===== config.mk =====
export PLATFORM = sky130hd
export DESIGN_NAME = mc_ctrl
export DESIGN_NICKNAME = d
export VERILOG_FILES = /design/src/rtl/mc_ctrl_pkg.sv /design/src/rtl/mc_ctrl_decode.sv /design/src/rtl/mc_ctrl.sv
export SDC_FILE = /design/constraint.sdc
export NUM_CORES = 1
export LEC_CHECK = 0
export BUFFER_PORTS_ARGS = -buffer_cell sky130_fd_sc_hd__buf_2
export CORE_ASPECT_RATIO = 0.75
export CORE_MARGIN = 2
export CORE_UTILIZATION = 48
export DETAILED_ROUTE_END_ITERATION = 8
export GPL_TIMING_DRIVEN = 0
export PLACE_DENSITY = 0.78
export SYNTH_ARGS = -nofsm -noshare
export SYNTH_HDL_FRONTEND = slang
export SYNTH_SLANG_ARGS = --single-unit

===== constraint.sdc =====
create_clock -name clk -period 3.4 [get_ports clk]
set_input_delay 0.68 -clock clk [delete_from_list [all_inputs] [get_ports clk]]
set_output_delay 0.68 -clock clk [all_outputs]
set_load 0.05 [all_outputs]

===== src/rtl/mc_ctrl_pkg.sv =====
// Shared control encodings for the multi-cycle MIPS sequencer: states, opcode/funct fields,
// datapath select codes and the instruction classes produced by the decoder.
package mc_ctrl_pkg;

   localparam logic [2:0] S_IF  = 3'd0;
   localparam logic [2:0] S_ID  = 3'd1;
   localparam logic [2:0] S_EX  = 3'd2;
   localparam logic [2:0] S_MEM = 3'd3;
   localparam logic [2:0] S_WB  = 3'd4;

   localparam logic [5:0] OP_RTYPE  = 6'h00;
   localparam logic [5:0] OP_REGIMM = 6'h01;
   localparam logic [5:0] OP_J      = 6'h02;
   localparam logic [5:0] OP_JAL    = 6'h03;
   localparam logic [5:0] OP_BEQ    = 6'h04;
   localparam logic [5:0] OP_BNE    = 6'h05;
   localparam logic [5:0] OP_BLEZ   = 6'h06;
   localparam logic [5:0] OP_BGTZ   = 6'h07;
   localparam logic [5:0] OP_ADDI   = 6'h08;
   localparam logic [5:0] OP_ADDIU  = 6'h09;
   localparam logic [5:0] OP_SLTI   = 6'h0A;
   localparam logic [5:0] OP_SLTIU  = 6'h0B;
   localparam logic [5:0] OP_ANDI   = 6'h0C;
   localparam logic [5:0] OP_ORI    = 6'h0D;
   localparam logic [5:0] OP_XORI   = 6'h0E;
   localparam logic [5:0] OP_LUI    = 6'h0F;
   localparam logic [5:0] OP_LW     = 6'h23;
   localparam logic [5:0] OP_SW     = 6'h2B;

   localparam logic [5:0] F_SLL  = 6'h00;
   localparam logic [5:0] F_SRL  = 6'h02;
   localparam logic [5:0] F_SRA  = 6'h03;
   localparam logic [5:0] F_SLLV = 6'h04;
   localparam logic [5:0] F_SRLV = 6'h06;
   localparam logic [5:0] F_SRAV = 6'h07;
   localparam logic [5:0] F_JR   = 6'h08;
   localparam logic [5:0] F_JALR = 6'h09;
   localparam logic [5:0] F_ADD  = 6'h20;
   localparam logic [5:0] F_ADDU = 6'h21;
   localparam logic [5:0] F_SUB  = 6'h22;
   localparam logic [5:0] F_SUBU = 6'h23;
   localparam logic [5:0] F_AND  = 6'h24;
   localparam logic [5:0] F_OR   = 6'h25;
   localparam logic [5:0] F_XOR  = 6'h26;
   localparam logic [5:0] F_NOR  = 6'h27;
   localparam logic [5:0] F_SLT  = 6'h2A;
   localparam logic [5:0] F_SLTU = 6'h2B;

   localparam logic [4:0] RT_BLTZ = 5'd0;
   localparam logic [4:0] RT_BGEZ = 5'd1;

   // Branch ALUOps make the ALU drive Zero=1 exactly when the branch is taken.
   localparam logic [4:0] ALU_NOP  = 5'd0;
   localparam logic [4:0] ALU_ADD  = 5'd1;
   localparam logic [4:0] ALU_SUB  = 5'd2;
   localparam logic [4:0] ALU_AND  = 5'd3;
   localparam logic [4:0] ALU_OR   = 5'd4;
   localparam logic [4:0] ALU_XOR  = 5'd5;
   localparam logic [4:0] ALU_NOR  = 5'd6;
   localparam logic [4:0] ALU_SLT  = 5'd7;
   localparam logic [4:0] ALU_SLTU = 5'd8;
   localparam logic [4:0] ALU_LUI  = 5'd9;
   localparam logic [4:0] ALU_SLL  = 5'd10;
   localparam logic [4:0] ALU_SRL  = 5'd11;
   localparam logic [4:0] ALU_SRA  = 5'd12;
   localparam logic [4:0] ALU_BNE  = 5'd13;
   localparam logic [4:0] ALU_BLEZ = 5'd14;
   localparam logic [4:0] ALU_BGTZ = 5'd15;
   localparam logic [4:0] ALU_BGEZ = 5'd16;
   localparam logic [4:0] ALU_BLTZ = 5'd17;
   localparam logic [4:0] ALU_SLLV = 5'd18;
   localparam logic [4:0] ALU_SRLV = 5'd19;
   localparam logic [4:0] ALU_SRAV = 5'd20;

   localparam logic [1:0] NPC_PLUS4  = 2'b00;
   localparam logic [1:0] NPC_BRANCH = 2'b01;
   localparam logic [1:0] NPC_JUMP   = 2'b10;
   localparam logic [1:0] NPC_JR     = 2'b11;

   localparam logic [1:0] RD_RT = 2'b00;
   localparam logic [1:0] RD_RD = 2'b01;
   localparam logic [1:0] RD_RA = 2'b10;

   localparam logic [1:0] WD_ALU = 2'b00;
   localparam logic [1:0] WD_MEM = 2'b01;
   localparam logic [1:0] WD_PC4 = 2'b10;

   typedef enum logic [3:0] {
      IC_ALU     = 4'd0,
      IC_LOAD    = 4'd1,
      IC_STORE   = 4'd2,
      IC_BRANCH  = 4'd3,
      IC_JUMP    = 4'd4,
      IC_JR      = 4'd5,
      IC_LINK    = 4'd6,
      IC_LINKR   = 4'd7,
      IC_ILLEGAL = 4'd8
   } iclass_t;

endpackage


===== src/rtl/mc_ctrl_decode.sv =====
// Static decode of the latched IR fields into datapath selects and an instruction class.
// Latency: purely combinational. Backpressure: none, outputs follow Op/Funct/Rt.
// Unsupported encodings report IC_ILLEGAL with inert selects.
module mc_ctrl_decode
   import mc_ctrl_pkg::*;
(
   input  logic [5:0] Op,
   input  logic [5:0] Funct,
   input  logic [4:0] Rt,
   output logic [3:0] iclass,
   output logic [1:0] RegDst,
   output logic [1:0] MemtoReg,
   output logic       ALUSrc,
   output logic       ALUSrc2,
   output logic       EXTOp,
   output logic [4:0] ALUOp
);

   iclass_t cls;

   always_comb begin
      cls      = IC_ILLEGAL;
      RegDst   = RD_RT;
      MemtoReg = WD_ALU;
      ALUSrc   = 1'b0;
      ALUSrc2  = 1'b0;
      EXTOp    = 1'b0;
      ALUOp    = ALU_NOP;
      case (Op)
         OP_RTYPE: begin
            cls    = IC_ALU;
            RegDst = RD_RD;
            case (Funct)
               F_ADD, F_ADDU: ALUOp = ALU_ADD;
               F_SUB, F_SUBU: ALUOp = ALU_SUB;
               F_AND:  ALUOp = ALU_AND;
               F_OR:   ALUOp = ALU_OR;
               F_XOR:  ALUOp = ALU_XOR;
               F_NOR:  ALUOp = ALU_NOR;
               F_SLT:  ALUOp = ALU_SLT;
               F_SLTU: ALUOp = ALU_SLTU;
               F_SLL:  begin ALUOp = ALU_SLL; ALUSrc2 = 1'b1; end
               F_SRL:  begin ALUOp = ALU_SRL; ALUSrc2 = 1'b1; end
               F_SRA:  begin ALUOp = ALU_SRA; ALUSrc2 = 1'b1; end
               F_SLLV: ALUOp = ALU_SLLV;
               F_SRLV: ALUOp = ALU_SRLV;
               F_SRAV: ALUOp = ALU_SRAV;
               F_JR:   cls = IC_JR;
               F_JALR: begin cls = IC_LINKR; MemtoReg = WD_PC4; end
               default: begin cls = IC_ILLEGAL; RegDst = RD_RT; end
            endcase
         end
         OP_REGIMM: begin
            cls   = IC_BRANCH;
            EXTOp = 1'b1;
            case (Rt)
               RT_BLTZ: ALUOp = ALU_BLTZ;
               RT_BGEZ: ALUOp = ALU_BGEZ;
               default: begin cls = IC_ILLEGAL; EXTOp = 1'b0; end
            endcase
         end
         OP_BEQ:   begin cls = IC_BRANCH; EXTOp = 1'b1; ALUOp = ALU_SUB;  end
         OP_BNE:   begin cls = IC_BRANCH; EXTOp = 1'b1; ALUOp = ALU_BNE;  end
         OP_BLEZ:  begin cls = IC_BRANCH; EXTOp = 1'b1; ALUOp = ALU_BLEZ; end
         OP_BGTZ:  begin cls = IC_BRANCH; EXTOp = 1'b1; ALUOp = ALU_BGTZ; end
         OP_J:     cls = IC_JUMP;
         OP_JAL:   begin cls = IC_LINK; RegDst = RD_RA; MemtoReg = WD_PC4; end
         OP_ADDI, OP_ADDIU: begin cls = IC_ALU; ALUSrc = 1'b1; EXTOp = 1'b1; ALUOp = ALU_ADD;  end
         OP_SLTI:  begin cls = IC_ALU; ALUSrc = 1'b1; EXTOp = 1'b1; ALUOp = ALU_SLT;  end
         OP_SLTIU: begin cls = IC_ALU; ALUSrc = 1'b1; EXTOp = 1'b1; ALUOp = ALU_SLTU; end
         OP_ANDI:  begin cls = IC_ALU; ALUSrc = 1'b1; ALUOp = ALU_AND; end
         OP_ORI:   begin cls = IC_ALU; ALUSrc = 1'b1; ALUOp = ALU_OR;  end
         OP_XORI:  begin cls = IC_ALU; ALUSrc = 1'b1; ALUOp = ALU_XOR; end
         OP_LUI:   begin cls = IC_ALU; ALUSrc = 1'b1; ALUOp = ALU_LUI; end
         OP_LW:    begin cls = IC_LOAD;  ALUSrc = 1'b1; EXTOp = 1'b1; ALUOp = ALU_ADD; MemtoReg = WD_MEM; end
         OP_SW:    begin cls = IC_STORE; ALUSrc = 1'b1; EXTOp = 1'b1; ALUOp = ALU_ADD; end
         default:  cls = IC_ILLEGAL;
      endcase
   end

   assign iclass = cls;

endmodule


===== src/rtl/mc_ctrl.sv =====
// Multi-cycle IF/ID/EX/MEM/WB sequencer with strobes, commit pulse and retired-instruction count.
// Latency: R/imm 4, lw 5, sw 4, branch/j/jr 3, jal/jalr 4 cycles; each mem_ready=0 cycle adds 1.
// Backpressure: IF and MEM hold their request stable until mem_ready.
module mc_ctrl
   import mc_ctrl_pkg::*;
#(
   parameter int CNT_W = 32
)(
   input  logic             clk,
   input  logic             rst,
   input  logic [5:0]       Op,
   input  logic [5:0]       Funct,
   input  logic [4:0]       Rt,
   input  logic             Zero,
   input  logic             mem_ready,
   output logic             PCWrite,
   output logic             IRWrite,
   output logic             IorD,
   output logic             MemRead,
   output logic             MemWrite,
   output logic             RegWrite,
   output logic [1:0]       RegDst,
   output logic [1:0]       MemtoReg,
   output logic             ALUSrc,
   output logic             ALUSrc2,
   output logic             EXTOp,
   output logic [4:0]       ALUOp,
   output logic [1:0]       NPCOp,
   output logic             illegal,
   output logic             retire,
   output logic [CNT_W-1:0] instret
);

   logic [2:0] state;
   logic [2:0] next_state;
   logic [3:0] iclass;
   iclass_t    cls;

   mc_ctrl_decode u_decode (
      .Op       (Op),
      .Funct    (Funct),
      .Rt       (Rt),
      .iclass   (iclass),
      .RegDst   (RegDst),
      .MemtoReg (MemtoReg),
      .ALUSrc   (ALUSrc),
      .ALUSrc2  (ALUSrc2),
      .EXTOp    (EXTOp),
      .ALUOp    (ALUOp)
   );

   assign cls = iclass_t'(iclass);

   always_comb begin
      next_state = state;
      PCWrite    = 1'b0;
      IRWrite    = 1'b0;
      IorD       = 1'b0;
      MemRead    = 1'b0;
      MemWrite   = 1'b0;
      RegWrite   = 1'b0;
      NPCOp      = NPC_PLUS4;
      illegal    = 1'b0;
      if (rst) begin
         next_state = S_IF;
      end else begin
         case (state)
            S_IF: begin
               MemRead = 1'b1;
               if (mem_ready) begin
                  IRWrite    = 1'b1;
                  next_state = S_ID;
               end
            end
            S_ID: next_state = S_EX;
            S_EX: begin
               next_state = S_IF;
               case (cls)
                  IC_ALU, IC_LINK, IC_LINKR: next_state = S_WB;
                  IC_LOAD, IC_STORE:         next_state = S_MEM;
                  IC_BRANCH: begin
                     PCWrite = 1'b1;
                     NPCOp   = Zero ? NPC_BRANCH : NPC_PLUS4;
                  end
                  IC_JUMP: begin
                     PCWrite = 1'b1;
                     NPCOp   = NPC_JUMP;
                  end
                  IC_JR: begin
                     PCWrite = 1'b1;
                     NPCOp   = NPC_JR;
                  end
                  default: begin
                     // Unsupported encodings retire as a nop so the program keeps flowing.
                     illegal = 1'b1;
                     PCWrite = 1'b1;
                  end
               endcase
            end
            S_MEM: begin
               IorD = 1'b1;
               if (cls == IC_LOAD) begin
                  MemRead = 1'b1;
                  if (mem_ready) next_state = S_WB;
               end else if (cls == IC_STORE) begin
                  MemWrite = 1'b1;
                  if (mem_ready) begin
                     PCWrite    = 1'b1;
                     next_state = S_IF;
                  end
               end else begin
                  next_state = S_IF;
               end
            end
            S_WB: begin
               RegWrite   = 1'b1;
               PCWrite    = 1'b1;
               next_state = S_IF;
               if (cls == IC_LINK)       NPCOp = NPC_JUMP;
               else if (cls == IC_LINKR) NPCOp = NPC_JR;
            end
            default: next_state = S_IF;
         endcase
      end
   end

   // Every PCWrite closes an instruction, so it doubles as the commit pulse.
   assign retire = PCWrite;

   always_ff @(posedge clk) begin
      if (rst) begin
         state   <= S_IF;
         instret <= '0;
      end else begin
         state <= next_state;
         if (retire) instret <= instret + {{(CNT_W-1){1'b0}}, 1'b1};
      end
   end

endmodule


# ---- Word-level counts from Yosys, hierarchy flattened
# Index checks and enable logic that the tools add are counted.
# W data, S select, Z words.
dict set report classes {
  mul 0
  div_mod_pow 0
  shift 0
  order_cmp 0
  muxes 50
  bitwise 0
  n_eq_ne 49
  n_reduce_logical 21
  add_sub_neg 1
}
# operator n
set ops {}
lappend ops {{$eq A6 B6 Y1 const B} 12}
lappend ops {{$pmux W5 S14} 1}
lappend ops {{$pmux W5 S13} 1}
lappend ops {{$eq A6 B4 Y1 const B} 10}
lappend ops {{$eq A6 B3 Y1 const B} 7}
lappend ops {{$add A32 B1 Y32 const B} 1}
lappend ops {{$pmux W4 S8} 1}
lappend ops {{$mux W1} 26}
lappend ops {{$eq A6 B2 Y1 const B} 4}
lappend ops {{$reduce_or A10 Y1} 2}
lappend ops {{$reduce_or A18 Y1} 1}
lappend ops {{$eq A4 B3 Y1 const B} 4}
lappend ops {{$reduce_or A16 Y1} 1}
lappend ops {{$reduce_or A8 Y1} 2}
lappend ops {{$mux W3} 5}
lappend ops {{$logic_not A6 Y1} 2}
lappend ops {{$pmux W2 S3} 2}
lappend ops {{$pmux W3 S4} 1}
lappend ops {{$pmux W4 S3} 1}
lappend ops {{$pmux W5 S2} 1}
lappend ops {{$eq A4 B2 Y1 const B} 2}
lappend ops {{$mux W2} 4}
lappend ops {{$pmux W2 S2} 2}
lappend ops {{$reduce_or A2 Y1} 4}
lappend ops {{19 further kinds} 24}
dict set report word_totals {
  reg_bits 35
  mem_bits_rw 0
  in_bits 21
  n_memories 0
  latch_bits 0
  mem_bits_ro 0
}

# ---- Longest topological paths before layout
# Gate-level depths: netlist (run 1).
dict set report depth {
  depth_word 9
  ltp_mapped 9
  ltp_nobuf 6
}

# ---- Modules after synthesis
# Synthesis (run 1) repeated with hierarchy kept, for this count alone.
dict set report hier_totals {
  cells_unflattened 334
  hier_area_um2 2549.9
}
# module n_inst cells_each area_per_inst_um2
set modules_own_cells {}
lappend modules_own_cells {mc_ctrl 1 233 1936.9}
lappend modules_own_cells {mc_ctrl_decode 1 101 613.1}

# ---- Least setup slack after synthesis (run 1)
# No wires, ideal clock.
dict set report synth_timing {
  path_type {in2out}
  start {in Op[0]}
  end {out retire}
  required_time_ns 2.720
  arrival_time_ns 4.752
  n_path_buf 4
  cell_stages 9
  slack_ns -2.032
  cell_sequence {clkbuf_1 -> nand4b_1 -> nor3_1 -> a211oi_1 -> and4b_4 -> buf_6 -> clkbuf_1 -> nor3_1 -> buf_4}
}
dict set report synth_between {
  elab_chain_len 8
}
# item line_no
set synth_lines {}
lappend synth_lines {{start: declaration} mc_ctrl.sv:11} ;# input logic [5:0] Op,
lappend synth_lines {{$eq A6 B4 Y1 / $eq A6 B3 Y1 (equally long branches)} mc_ctrl_decode.sv:29} ;# case (Op)
lappend synth_lines {{$reduce_or A8 Y1 (no source line) / $reduce_or A4 Y1 (equally long branches)} n/a}
lappend synth_lines {{$pmux W4 S8 (*)} mc_ctrl_decode.sv:29}
lappend synth_lines {{$eq A4 B1 Y1, or another cell as far along} {mc_ctrl.sv:78, mc_ctrl.sv:102}}
lappend synth_lines {{$reduce_or A5 Y1 (no source line) / $mux W1 (equally long branches)} n/a}
lappend synth_lines {{$mux W1, on equally long branches} {mc_ctrl.sv:78, mc_ctrl.sv:102}}
lappend synth_lines {{$pmux W1 S3 (*)} mc_ctrl.sv:67} ;# case (state)
lappend synth_lines {{$mux W1 (*)} mc_ctrl.sv:64} ;# if (rst) begin
lappend synth_lines {{end: declaration} mc_ctrl.sv:30} ;# output logic retire,
# Mark *: on every way between the ends. The rest lies on a longest branch, timed or not.

# ---- Final worst setup path (run 1)
dict set report layout_timing {
  start {in Op[0]}
  end {out illegal}
}
dict set report layout_between {
  elab_chain_len 8
}
# item line_no
set layout_lines {}
lappend layout_lines {{$eq A6 B4 Y1 / $eq A6 B3 Y1 (equally long branches)} mc_ctrl_decode.sv:29}
lappend layout_lines {{$reduce_or A8 Y1 (no source line) / $reduce_or A4 Y1 (equally long branches)} n/a}
lappend layout_lines {{$pmux W4 S8 (*)} mc_ctrl_decode.sv:29}
lappend layout_lines {{$eq A4 B1 Y1, or another cell as far along} mc_ctrl.sv:78} ;# case (cls)
lappend layout_lines {{$reduce_or A8 Y1 (no source line) (*)} n/a}
lappend layout_lines {{$mux W1 (*)} mc_ctrl.sv:78}
lappend layout_lines {{$mux W1 (*)} mc_ctrl.sv:67}
lappend layout_lines {{$mux W1 (*)} mc_ctrl.sv:64}
lappend layout_lines {{end: declaration} mc_ctrl.sv:29} ;# output logic illegal,
# Marked as above.

==> reports/metrics.yaml, run 1 <==
synth-async-reset-ratio_pct: 0
route.detailed.drc: 0
num_rows: 23
die_area_um2: 6080
dp_hpwl_mm: 5.66
slowest_delay_ps: 500
syn_inst: 351
synth_top_area_share_pct: 26.7
cts_sinks: 35
end_kind: "output pin"
initial_core_util_pct: 49.6
drtPass1Iterations: 5
placed_cell_area_um2: 3160
reg2reg_from: "state[0]"
final_nets: 461
h-tree-depth: 2
critPathMaxFanout: 10
finClkSkew_ps: 5.70
clock.fmax_mhz: 298
synth.distinct_cells: 58
synth.most_common_cell: "dfxtp_1"
ff2ff_setup_slack_ps: 640
whs_ps: 487
yosysWarnings: 0
cp_data_arrival_time_ps: 2680
crit_path_start_kind: "input port"
ant_nets: 0
worstPathRequired_ps: 2720
root_buffer: "clkbuf_8"
grt_pass1_vias: 2647
grt_max_degree: 21
finalHoldViolations: 0
area_growth_pct: 31.1
fin_crit_ps: 3360
drt_iter0_drc: 308
synth.area.top_cells: "dfxtp_1 (27%), a21oi_1 (6.3%), or4_1 (5.7%)"
yosysTopAreaCell: "dfxtp_1"
worstSetupStartpoint: "Op[0]"
clk_latency_ps: 290
grt_pass1_wl_mm: 12.7
vdd_ir_drop_max_mv: 0.193
setup-violations-final: 0
synth_edf_count: 0
ys_seq_area_share_pct: 26.7
power.leakage_nw: 1.38
cts_tree: "yes"
cp-endpoint: "illegal"
route.vias.total: 3138
overflow: 0
core_region_area_um2: 5300
drive_gt1_share_pct: 29.8
synth_ff_type: "dfxtp_1"
tightest_slew_ps: 1050
syn_area_per_cell_um2: 7.48
die_w_um: 89.4
syn_area_um2: 2630
status: "finished clean"
diodes: 0
maxCapViolations: 0
cts_hold_buffers: 0
relSlewSlack_pct: 29.6
syn_nets: 373
routedWlPerCell_um: 15.6
drv_slew: 0
path_clk_slew_ps: 70
ioPinCount: 75
critPathKind: "input port to output pin"
cts_inserted_buffers: 5
cp_cell_sequence: "buf_2, clkbuf_4, or3b_2, o31a_1, o21ai_0, a31oi_2, and3_1, buf_6"
grt_util_all_layers_pct: 26.6
r2r_end: "instret[13]"
antenna_found_initial: 0
synth-seq-cells: 35
final_cell_area_um2: 3440
via_per_inst: 6.09
wl_mm: 8.04
holdCritPathClass: "flop to flop"
powerDensity_nw_per_um2: 289
ys_top_cells_by_count: "dfxtp_1 (35), a21oi_1 (33), nor2_1 (33)"
place_congestion: 0.898
portBuffers: 71
clockBufferDepth: 2
die_h_um: 68.0
fin_crit_sh_pct: 98.7
reg2reg_depth: 7
slowest_stage: "o21ai_0"
==> routing by layer <==
layer | global-route usage [%] | up-vias | routed length (um)
li1 | - | 1517 | -
met1 | 39.6 | 1463 | 3740
met2 | 39.4 | 149 | 3620
met3 | 4.70 | 9 | 612
met4 | 6.72 | 0 | 70
met5 | 0 | - | 0
==> critical path, delay by kind of cell <==
family	cells	cell delay, ps
compound gates	3	870
simple gates	2	660
buf+inv	3	460
==> where the power goes <==
part           internal (mW)  switching (mW)  total [mW]
sequential             0.414         0.00557       0.419
combinational         0.0805           0.156       0.236
clock                  0.185           0.154       0.339
==> through the flow <==
step                      power [mW]  instances  TNS, ps  utilization [%]  setup WS, ps
after floorplan                0.579        351     -285                -          -222
after global placement         0.632        497    -1800             59.6          -594
after detailed placement       0.635        497    -1970             59.6          -605
after CTS                      0.978        507    -30.2             63.2         -30.2
after global routing            1.03        515    -45.2             65.0         -26.1
final                          0.995        515        0             65.0          44.7
==> final cells by class <==
class                      instances  area [um^2]
clock buffer                       8          100
tap                               75         93.8
buffer                            25          141
timing repair buffer              84          480
inverter                           7         26.3
sequential                        35          701
multi-input combinational        281         1900
fill                             478         1850
==> cell families (layout without fill, tap and decap cells) <==
kind of cell | after synthesis | after routing | synth area share, %
simple gates | 163 | 163 | 35.4
compound gates | 106 | 106 | 26.5
flops | 35 | 35 | 26.7
buf+inv | 35 | 124 | 6.24
mux | 11 | 11 | 4.67
fa+ha+maj | 1 | 1 | 0.477
==> worst min-delay path by stage <==
stage                startpoint  slack, ps  cells past startpoint           to
detailed placement  instret[21]        480                      2  instret[21]
finish              instret[21]        490                      2  instret[21]
global route         instret[4]        520                      2   instret[4]
CTS                 instret[21]        490                      2  instret[21]
floorplan              state[1]        480                      2     state[2]
global placement    instret[31]        470                      2  instret[31]
==> timing repair <==
item,4_1_cts,5_1_grt
endpoints found under the setup margin,6,7
endpoints found under the hold margin,0,0
pin swaps,6,5
gates resized for setup,18,11
cloned,0,0
setup buffers,5,8
==> cell usage in the layout, fill, tap and decap left out, types with 3 or more instances in the layout <==
cell type | synthesis | layout
buf_2 | 5 | 69
dfxtp_1 | 35 | 35
nor2_1 | 33 | 32
a21oi_1 | 33 | 30
or4_1 | 20 | 19
nand3_1 | 19 | 18
o31ai_1 | 19 | 18
nand2_1 | 17 | 17
clkbuf_1 | 17 | 15
buf_4 | 1 | 15
o21ai_0 | 16 | 14
nor2b_1 | 14 | 14
and3_1 | 10 | 10
nand4_1 | 9 | 9
inv_1 | 7 | 7
clkbuf_8 | 0 | 7
nand2b_1 | 7 | 6
mux2_1 | 6 | 6
buf_6 | 3 | 5
nor3_1 | 8 | 5
o211ai_1 | 5 | 5
o22ai_1 | 5 | 5
nor4_1 | 4 | 4
mux2_2 | 4 | 4
nor3_4 | 0 | 3
and2_1 | 3 | 3
or3_1 | 3 | 3
nor3b_1 | 3 | 3
o21ai_1 | 3 | 3
o2111ai_1 | 3 | 3
==> flip-flops by register name, summed over array words and instances, names as in the netlist <==
| register | flops |
|---|---|
| state | 3 |
| instret | 32 |
No activity file was read; power rests on OpenSTA's default activity.
==> run 2: changes to the inputs <==
SETUP_SLACK_MARGIN = 0.4   (was not set)
==> run 2 against run 1 <==
- worst setup slack got worse by 78 ps
- critical endpoint is now retire
- count of clock-buffer cells in the layout decreased by 2
- flip-flop and latch count unchanged
- via count increased by 7.0%
- die area unchanged
- the run now ends with setup timing left
==> reports/metrics.yaml, run 2 (same netlist as run 1, synthesis figures left out) <==
status: "finished, violations left"
violations: "setup timing"
drive_gt1_share_pct: 33.6
hold_path_depth: 2
wl_mm: 9.50
slowest_stage: "o31ai_4"
cts_tree: "yes"
drtPass1Iterations: 4
final_nets: 466
reg2reg_from: "instret[5]"
slowest_delay_ps: 430
holdCritPathClass: "flop to flop"
placed_cell_area_um2: 3220
portBuffers: 71
rsz0062_at_grt: "yes"
fin_cells: 518
powerDensity_nw_per_um2: 260
layout_common_cells: "buf_2 (55), dfxtp_1 (35), nor2_1 (32)"
grt_util_all_layers_pct: 28.9
drt_iter0_drc: 272
route.vias.total: 3359
area_growth_pct: 42.1
layout_commonest_cell: "buf_2"
initial_core_util_pct: 49.6
global_route.usage.met1_pct: 42.9
final_cell_area_um2: 3730
largest_reg_flops: 32
end_kind: "output pin"
die_area_um2: 6080
via_per_inst: 6.48
core_region_area_um2: 5300
final.setup.worst_slack_ps: -33.3
drv_slew: 0
antenna_found_initial: 0
grt-busiest-layer: "met2"
tightest_slew_ps: 1100
grt_pass1_wl_mm: 13.9
fin_crit_ps: 3430
clockBufferDepth: 2
multiInputGateArea_um2: 2040
power.leakage_nw: 1.46
path_clk_slew_ps: 60
reg2reg_depth: 6
cts_sinks: 35
route.detailed.drc: 0
crit_path_start_kind: "input port"
die_h_um: 68.0
top_regs: "instret (32), state (3)"
critPathMaxFanout: 6
dp.cells: 497
clock.fmax_mhz: 291
ioPinCount: 75
holdPathEnd: "instret[31]"
fin_crit_sh_pct: 101
clk_latency_ps: 280
die_w_um: 89.4
grt_pass1_vias: 2871
vdd_ir_drop_max_mv: 0.189
grt_use_met2_pct: 43.8
root_buffer: "clkbuf_8"
ff2ff_setup_slack_ps: 630
relSlewSlack_pct: 26.2
cp_cell_sequence: "buf_8, buf_4, and4b_2, nand3_2, o31ai_4, and4b_4, buf_6, clkbuf_16, nor3_4, buf_6, buf_8"
h-tree-depth: 2
maxCapViolations: 0
r2r_end: "instret[31]"
setup-violations-final: 2
num_rows: 23
critPathKind: "input port to output pin"
dp_hpwl_mm: 5.95
cts_hold_buffers: 0
regArea_um2: 701
grt_util_met3_pct: 4.83
cts_inserted_buffers: 5
nFillCells: 425
overflow: 0
min_from: "instret[31]"
post-route-util_pct: 70.4
diodes: 0
routedWlPerCell_um: 18.3
grt_max_degree: 11
regMostFlops: "instret"
worstPathRequired_ps: 2720
cp_data_arrival_time_ps: 2750
finClkSkew_ps: 5.82
place_congestion: 0.861
finalHoldViolations: 0
ant_nets: 0
[run 2: through the flow]
step | hold WS (ps) | setup slack [ps] | total power [mW] | TNS [ps]
2_1_floorplan | 480 | -222 | 0.583 | -352
3_3_place_gp | 468 | -545 | 0.636 | -2080
3_5_place_dp | 476 | -554 | 0.640 | -2220
4_1_cts | 485 | -77.0 | 0.950 | -131
5_1_grt | 521 | -119 | 1.00 | -268
6_report | 496 | -33.3 | 0.970 | -42.9
[run 2: repair_timing]
item / CTS / global route
resized for setup: 53 / 24
pin swaps: 12 / 13
endpoints found under the setup margin: 18 / 27
buffers inserted: 11 / 4
endpoints found under the hold margin: 0 / 0
[run 2: area by class of cell]
class                   count  share of cell area [%]
plain buffers              28                    5.30
clock buffers               6                    1.95
inverters                   7                   0.704
multi-input cells         281                    54.6
flip-flops and latches     35                    18.8
well taps                  75                    2.52
repair buffers             86                    16.2
[run 2: power by group]
part	switching (mW)	internal (mW)	leakage [nW]	total [mW]
clock	0.140	0.137	0.0371	0.276
combinational	0.174	0.0996	1.14	0.274
sequential	0.00613	0.414	0.282	0.420
[run 2: worst max-delay path by stage]
| stage | start | endpoint | slack (ps) | cells past startpoint |
|---|---|---|---|---|
| 3_3_place_gp | Op[3] | retire | -540 | 10 |
| 4_1_cts | Op[5] | retire | -80 | 10 |
| 3_5_place_dp | Op[3] | retire | -550 | 10 |
| 5_1_grt | Op[2] | retire | -120 | 11 |
| 6_report | Op[2] | retire | -30 | 11 |
| 2_1_floorplan | Op[4] | retire | -220 | 9 |
[run 2: worst max-delay path, delay by kind of cell]
family / cells / cell delay (ps)
and+or+nand+nor: 4 / 900
buffers and inverters: 6 / 740
AOI/OAI and AO/OA: 1 / 430
[run 2: metal layers]
layer	part of all wire, %	wire [um]	vias to the layer above
li1	-	-	1521
met1	43	4070	1598
met2	46	4340	216
met3	9.4	896	24
met4	2.0	188	0
met5	0	0	-
==> run 3: changes to the inputs <==
CELL_PAD_IN_SITES_DETAIL_PLACEMENT = 1   (was not set)
CELL_PAD_IN_SITES_GLOBAL_PLACEMENT = 2   (was not set)
CORE_UTILIZATION = 26   (was 48)
PLACE_DENSITY = not set   (was 0.78)
PLACE_DENSITY_LB_ADDON = 0.1   (was not set)
==> run 3 against run 2 <==
- the flow still finishes with violations (setup timing)
- fmax down 0.72%
- sequential power barely moved
- critical path depth decreased by 1
- non-clock buffer count grew 6
- hold slack worse by 2.9 ps
- combinational power about the same
- register-to-register slack improved by 120 ps
- die area rose by 80%
- utilization down 31 points
- worst setup slack worse by 25 ps
- largest power group is now clock
==> reports/metrics.yaml, run 3 (same netlist as run 1, synthesis figures left out) <==
status: "finished, violations left"
violations: "setup timing"
rsz0062_at_grt: "yes"
root_buffer: "clkbuf_16"
route.detailed.drc: 0
grt_pass1_vias: 3200
core_region_area_um2: 9740
power.leakage_nw: 1.50
cp_data_arrival_time_ps: 2780
ioPinCount: 75
initial_core_util_pct: 27.0
h-tree-depth: 2
clockBufferDepth: 2
worstPathRequired_ps: 2720
drt_iter0_drc: 157
fin_crit_ps: 3460
wl_mm: 10.6
finalHoldViolations: 0
cp-endpoint: "retire"
vdd_ir_drop_max_mv: 0.134
portBuffers: 71
die_h_um: 91.0
finClkSkew_ps: 4.45
cts_inserted_buffers: 5
maxCapViolations: 0
drive_gt1_share_pct: 34.3
cts_sinks: 35
via_per_inst: 5.46
fin_crit_sh_pct: 102
cp_cell_sequence: "buf_8, or4_4, or3b_1, o2111a_2, and4b_4, buf_8, clkbuf_16, nor3_4, buf_6, buf_8"
diodes: 0
cts_hold_buffers: 0
num_rows: 31
dp_hpwl_mm: 7.70
ff2ff_setup_slack_ps: 750
cp_top_family: "simple AND/OR/NAND/NOR gates"
layout_commonest_cell: "buf_2"
tightest_slew_ps: 730
slowest_delay_ps: 590
clock.fmax_mhz: 289
antenna_found_initial: 0
critPathKind: "input port to output pin"
ant_nets: 0
reg2reg_from: "instret[2]"
nFillCells: 1178
area_growth_pct: 47.9
setup-violations-final: 3
clk_latency_ps: 280
critPathMaxFanout: 5
overflow: 0
crit_cells: 10
cp_common_cell: "buf_8"
layout_common_cells: "buf_2 (57), dfxtp_1 (35), nor2_1 (32)"
holdCritPathClass: "flop to flop"
cp_num_buf_inv: 5
reg2reg_depth: 7
regMostFlops: "instret"
final.setup.worst_slack_ps: -58.1
routedWlPerCell_um: 18.3
p_total_mw: 1.13
path_clk_slew_ps: 50
relSlewSlack_pct: 51.1
final_nets: 472
die_w_um: 120
cts_tree: "yes"
crit_path_start_kind: "input port"
grt_pass1_wl_mm: 17.4
route.vias.total: 3175
place_congestion: 0.796
powerDensity_nw_per_um2: 291
grt_max_degree: 11
end_kind: "output pin"
whs_ps: 493
slowest_stage: "or4_4"
grt_util_all_layers_pct: 19.8
r2r_end: "instret[17]"
largest_reg_flops: 32
drv_slew: 0
top_regs: "instret (32), state (3)"
drtPass1Iterations: 4
die_area_um2: 10900
worstSetupStartpoint: "Op[2]"
==> run 3: layer usage <==
metal / vias to the layer above / track usage, % / share of wire, %
li1: 1539 / - / -
met1: 1571 / 31.1 / 55
met2: 60 / 28.1 / 41
met3: 5 / 3.33 / 4.2
met4: 0 / 2.94 / 0.52
met5: - / 0 / 0
==> run 3: timing repair <==
item,CTS,global route
gates resized for setup,60,12
pin swaps,14,8
gates cloned,0,0
endpoints found under the setup margin,38,26
buffers inserted,17,4
==> run 3: worst min-delay path by stage <==
stage	from	to	slack (ps)	cells after the start
2_1_floorplan	state[1]	state[2]	480	2
3_3_place_gp	instret[31]	instret[31]	470	2
3_5_place_dp	instret[31]	instret[31]	480	2
4_1_cts	instret[4]	instret[4]	490	2
5_1_grt	instret[31]	instret[31]	520	2
6_report	instret[4]	instret[4]	490	2
==> run 3: metrics by stage <==
| stage | cell area, um^2 | instances | setup TNS [ps] | setup WS, ps | utilization, % |
|---|---|---|---|---|---|
| 2_1_floorplan | 2770 | 351 | -352 | -222 | - |
| 3_3_place_gp | 3290 | 554 | -4600 | -764 | 33.8 |
| 3_5_place_dp | 3290 | 554 | -5110 | -809 | 33.8 |
| 4_1_cts | 3820 | 577 | -290 | -127 | 39.3 |
| 5_1_grt | 3880 | 581 | -386 | -135 | 39.9 |
| 6_report | 3880 | 581 | -114 | -58.1 | 39.9 |
==> run 3: worst register-to-register path, cell delays in order (launching register included) <==
cell and delay [ps]:
dfxtp_1 420, and3_1 230, and3_1 160, buf_1 440, nand2_1 110, o2bb2ai_1 600
o211ai_1 230, mux2_1 340
==> run 3: final cells by class <==
cell class / count / area, um^2 / area share, %
timing repair buffer: 92 / 654 / 16.9
sequential: 35 / 701 / 18.0
tap: 132 / 165 / 4.25
inverter: 7 / 26.3 / 0.677
multi-input combinational: 281 / 2020 / 52.0
buffer: 28 / 189 / 4.87
clock buffer: 6 / 129 / 3.32
==> run 3: report_power, final <==
group	switching (mW)	internal, mW
Sequential	0.00584	0.414
Combinational	0.176	0.0979
Clock	0.174	0.264
Total	0.356	0.776
